<file path="src/rtl/jstk2_pkg.sv">
// Shared JSTK2 joystick definitions:
// frame geometry, responder states, command bytes.
package jstk2_pkg;

  localparam int FRAME_BYTES = 5;
  localparam int FRAME_BITS  = FRAME_BYTES * 8;

  localparam logic [7:0] CMD_LED_RGB   = 8'h84;
  localparam logic [7:0] CMD_LED_ONOFF = 8'hC0;

  typedef enum logic [2:0] {
    WAIT_IDLE,
    IDLE,
    LOAD,
    SHIFT,
    END
  } state_t;

  function automatic logic [FRAME_BITS-1:0] build_frame(
    input logic [9:0] x,
    input logic [9:0] y,
    input logic       trg,
    input logic       jstk
  );
    return {x[7:0], 6'b0, x[9:8],
            y[7:0], 6'b0, y[9:8],
            6'b0, trg, jstk};
  endfunction

endpackage

</file>
<file path="src/rtl/spi_input_sync.sv">
// Multi-flop synchroniser for one async SPI line
// with rise/fall detection on the synced level.
module spi_input_sync #(
  parameter int STAGES = 2
) (
  input  logic clk,
  input  logic rst,
  input  logic din,
  output logic lvl,
  output logic rise,
  output logic fall
);

  logic [STAGES-1:0] sync_q;
  logic              prev_q;

  // Shift the async input through the chain; keep last level for edges
  always_ff @(posedge clk or negedge rst) begin
    if (!rst) begin
      sync_q <= '0;
      prev_q <= 1'b0;
    end else begin
      sync_q <= {sync_q[STAGES-2:0], din};
      prev_q <= sync_q[STAGES-1];
    end
  end

  assign lvl  = sync_q[STAGES-1];
  assign rise = lvl & ~prev_q;
  assign fall = ~lvl & prev_q;

endmodule

</file>
<file path="src/rtl/jstk2_spi_responder.sv">
// SPI mode-0 slave emulating a Pmod JSTK2:
// serves the 5-byte position frame and decodes LED commands.
module jstk2_spi_responder
  import jstk2_pkg::*;
#(
  parameter int         SYNC_STAGES = 2,
  parameter logic [7:0] LED_CMD     = CMD_LED_RGB
) (
  input  logic        clk,
  input  logic        rst,
  input  logic [9:0]  x_pos,
  input  logic [9:0]  y_pos,
  input  logic        btn_jstk,
  input  logic        btn_trg,
  input  logic        SS,
  input  logic        SCLK,
  input  logic        MOSI,
  output logic        MISO,
  output logic        MISO_oe,
  output logic [23:0] led_rgb,
  output logic        led_valid,
  output logic        frame_done,
  output logic        frame_abort
);

  localparam logic [5:0] FULL = 6'(FRAME_BITS);

  logic ss_lvl, ss_fall, ss_rise_unused;
  logic sclk_rise, sclk_fall, sclk_lvl_unused;
  logic mosi_lvl, mosi_rise_unused, mosi_fall_unused;

  spi_input_sync #(.STAGES(SYNC_STAGES)) u_ss (
    .clk(clk), .rst(rst), .din(SS),
    .lvl(ss_lvl), .rise(ss_rise_unused), .fall(ss_fall)
  );

  spi_input_sync #(.STAGES(SYNC_STAGES)) u_sclk (
    .clk(clk), .rst(rst), .din(SCLK),
    .lvl(sclk_lvl_unused), .rise(sclk_rise), .fall(sclk_fall)
  );

  spi_input_sync #(.STAGES(SYNC_STAGES)) u_mosi (
    .clk(clk), .rst(rst), .din(MOSI),
    .lvl(mosi_lvl), .rise(mosi_rise_unused), .fall(mosi_fall_unused)
  );

  state_t                  state_q, state_d;
  logic [FRAME_BITS-1:0]   shreg;
  logic [5:0]              rise_cnt;
  logic [31:0]             rx;
  logic                    edge_ok;
  logic                    full;

  // SS high wins over any SCLK edge seen in the same cycle
  assign edge_ok = (state_q == SHIFT) && !ss_lvl;
  assign full    = (rise_cnt == FULL);

  // State register
  always_ff @(posedge clk or negedge rst) begin
    if (!rst) state_q <= WAIT_IDLE;
    else      state_q <= state_d;
  end

  // Next state and tristate-side outputs
  always_comb begin
    state_d = state_q;
    MISO_oe = 1'b0;
    unique case (state_q)
      WAIT_IDLE: if (ss_lvl)  state_d = IDLE;
      IDLE:      if (ss_fall) state_d = LOAD;
      LOAD: begin
        MISO_oe = 1'b1;
        state_d = SHIFT;
      end
      SHIFT: begin
        MISO_oe = 1'b1;
        if (ss_lvl) state_d = END;
      end
      END:       state_d = IDLE;
      default:   state_d = WAIT_IDLE;
    endcase
    MISO = MISO_oe & shreg[FRAME_BITS-1];
  end

  // Snapshot at frame start, then shift out on falls and collect MOSI on rises
  always_ff @(posedge clk or negedge rst) begin
    if (!rst) begin
      shreg    <= '0;
      rise_cnt <= '0;
      rx       <= '0;
    end else if (state_q == IDLE && ss_fall) begin
      shreg    <= build_frame(x_pos, y_pos, btn_trg, btn_jstk);
      rise_cnt <= '0;
      rx       <= '0;
    end else if (edge_ok) begin
      if (sclk_rise && !full) begin
        rise_cnt <= rise_cnt + 6'd1;
        if (rise_cnt < 6'd32) rx <= {rx[30:0], mosi_lvl};
      end
      if (sclk_fall) shreg <= {shreg[FRAME_BITS-2:0], 1'b0};
    end
  end

  // Frame completion pulses and LED command latch
  always_ff @(posedge clk or negedge rst) begin
    if (!rst) begin
      frame_done  <= 1'b0;
      frame_abort <= 1'b0;
      led_valid   <= 1'b0;
      led_rgb     <= '0;
    end else begin
      frame_done  <= (state_q == END) && full;
      frame_abort <= (state_q == END) && !full;
      led_valid   <= 1'b0;
      if (state_q == END && full && rx[31:24] == LED_CMD) begin
        led_rgb   <= rx[23:0];
        led_valid <= 1'b1;
      end
    end
  end

endmodule

</file>
<file path="config.mk">
export PLATFORM = sky130hd
export DESIGN_NAME = jstk2_spi_responder
export DESIGN_NICKNAME = d
export VERILOG_FILES = /design/src/rtl/jstk2_pkg.sv /design/src/rtl/spi_input_sync.sv /design/src/rtl/jstk2_spi_responder.sv
export SDC_FILE = /design/constraint.sdc
export NUM_CORES = 1
export LEC_CHECK = 0
export BUFFER_PORTS_ARGS = -buffer_cell sky130_fd_sc_hd__buf_2
export CORE_ASPECT_RATIO = 1.4
export CORE_MARGIN = 8
export CORE_UTILIZATION = 45
export DETAILED_ROUTE_END_ITERATION = 10
export SLEW_MARGIN = 40
export SYNTH_ARGS = -nofsm -noshare
export SYNTH_HDL_FRONTEND = slang
export SYNTH_HIERARCHICAL = 1
export SYNTH_SLANG_ARGS = --single-unit
export TNS_END_PERCENT = 10
</file>
<file path="constraint.sdc">
create_clock -name clk -period 2.3 [get_ports clk]
set_input_delay 0.115 -clock clk [delete_from_list [all_inputs] [get_ports clk]]
set_output_delay 0.115 -clock clk [all_outputs]
set_load 0.01 [all_outputs]
</file>
==> out/metrics.csv <==
metric,value,unit
crit_chain,inv_1 -> ha_1 -> and4bb_1 -> nand4_4 -> mux2_4,
drc_errors,0,
cts-root-buf,clkbuf_16,
drv_cap,0,
first_pass_iters,5,
ff2ff_setup_slack,0.21,ns
numCtsBuffers,17,
crit_required,2.58,ns
htree_levels,4,
drt-initial-drc-count,152,
rsz0062_at_grt,false,
mostFrequentLayoutCells,"dfrtp_1, nand2_1, buf_2",
drive_gt1_share,25.2,%
tightest_slew,0.603,ns
power.total,6.05,mW
num_io_pins,56,
p_leak,2.92,nW
period_share,90.9,%
track_usage,14.5,%
r2r_cells,5,
setup_viol,0,
first_global_vias,3591,
diodes,0,
wl_per_cell,15.2,µm
multiInputGateArea,0.00192,mm²
ant_nets,0,
cp_top_family,simple AND/OR/NAND/NOR gates,
path_max_fanout,24,
timing.rr.end,led_rgb[16]$_DFFE_PN0P_,
hp-class,in2async,
netlist_area,0.00501,mm²
fillCellCount,881,
synth_cells,440,
numClockSinks,116,
slew_headroom,59.8,%
peakVddDrop,0.441,mV
power.density,960,mW/mm²
gp_congestion,0.756,
coreArea,0.0109,mm²
min_period,2.09,ns
timing.fmax,0.478,GHz
clockBufferDepth,2,
critical_path_buf_inv_count,1,
cp.arrival,2.37,ns
wirelength,10.2,mm
critPathCaptureType,flip-flop,
syn_nets,469,
seq_area,0.00290,mm²
grt_max_degree,59,
yosys_warnings,6,
vias,3517,
cts_tree,yes,
area_growth,25.8,%
grt-ovfl-total,0,
fin_skew,0.00597,ns
io_buffers,55,
nets,547,
status,finished clean,
initial_core_util,46.1,%
worst_setup_path_start_kind,flip-flop,
timing.final.hold_violations,0,
dieArea,0.0148,mm²
timing.rr.start,rise_cnt[0]$_DFFE_PN0P_,
crit_type,reg2reg,
finalSetupTns,0,ns
cts.clk_slew.worst_paths,0.05,ns
grt_pass1_wl,17.6,mm
avgSynthCellArea,11.4,µm²
drv_slew,0,
rows,45,
vias_per_cell,5.23,
dieHeight,141,µm
final_common_cell,dfrtp_1,
insertion_delay,0.40,ns
cp_slowest_cell,nand4_4,
dp_hpwl,6.36,mm
fp.dieW,105,µm
max_stage_delay,0.50,ns
antenna_found_initial,0,
[registers in the layout (all words and copies together), names as in the netlist]
| register | cells |
|---|---|
| shreg | 40 |
| rx | 32 |
| led_rgb | 24 |
| rise_cnt | 6 |
| state_q | 3 |
| u_mosi/sync_q | 2 |
| u_sclk/sync_q | 2 |
| u_ss/sync_q | 2 |
| frame_abort | 1 |
| frame_done | 1 |
| led_valid | 1 |
| u_sclk/prev_q | 1 |
| u_ss/prev_q | 1 |
[how the worst max path moves through the flow]
stage | from | to | slack [ns] | cells after the start
after floorplan | rise_cnt[0]$_DFFE_PN0P_ | led_rgb[10]$_DFFE_PN0P_ | 0.67 | 6
after global placement | rise_cnt[0]$_DFFE_PN0P_ | led_rgb[6]$_DFFE_PN0P_ | 0.24 | 5
after detailed placement | rise_cnt[0]$_DFFE_PN0P_ | led_rgb[4]$_DFFE_PN0P_ | 0.21 | 5
after CTS | rise_cnt[0]$_DFFE_PN0P_ | led_rgb[16]$_DFFE_PN0P_ | 0.20 | 5
after global routing | rise_cnt[0]$_DFFE_PN0P_ | led_rgb[16]$_DFFE_PN0P_ | 0.09 | 5
final | rise_cnt[0]$_DFFE_PN0P_ | led_rgb[16]$_DFFE_PN0P_ | 0.21 | 5
[power by group]
| group | leakage (nW) | internal [mW] | switching [mW] |
|---|---|---|---|
| clock | 0.284 | 1.76 | 0.912 |
| sequential | 1.55 | 2.32 | 0.174 |
| combinational | 1.08 | 0.379 | 0.508 |
[repair_timing]
item,4_1_cts,5_1_grt
gates resized for setup,0,0
setup endpoints to repair,0,0
endpoints found under the hold margin,60,0
setup buffers,0,0
hold buffers,26,0
[cell type report]
| type | count | share of cell area, % |
|---|---|---|
| inverter | 7 | 0.417 |
| timing repair buffer | 93 | 10.6 |
| clock buffer | 20 | 7.25 |
| multi-input combinational | 283 | 30.5 |
| sequential | 116 | 46.1 |
| clock inverter | 12 | 2.46 |
| tap | 141 | 2.80 |
[through the flow]
step / std cells / cell area [µm²] / util, % / setup WS, ns / hold slack (ns)
global placement: 614 / 5430 / 50.0 / 0.244 / 0.104
CTS: 672 / 6300 / 58.0 / 0.196 / 0.227
finish: 672 / 6300 / 58.0 / 0.210 / 0.222
floorplan: 440 / 5010 / - / 0.673 / -0.181
detailed placement: 614 / 5430 / 50.0 / 0.209 / 0.110
global route: 672 / 6300 / 58.0 / 0.0886 / 0.272
[routing by layer]
layer  part of all wire, %  track usage, %
met2                    52            23.7
met3                   4.0            4.61
met5                     0               0
met4                  0.63            5.58
met1                    43            17.3
Power figures use the tool's default switching activity.
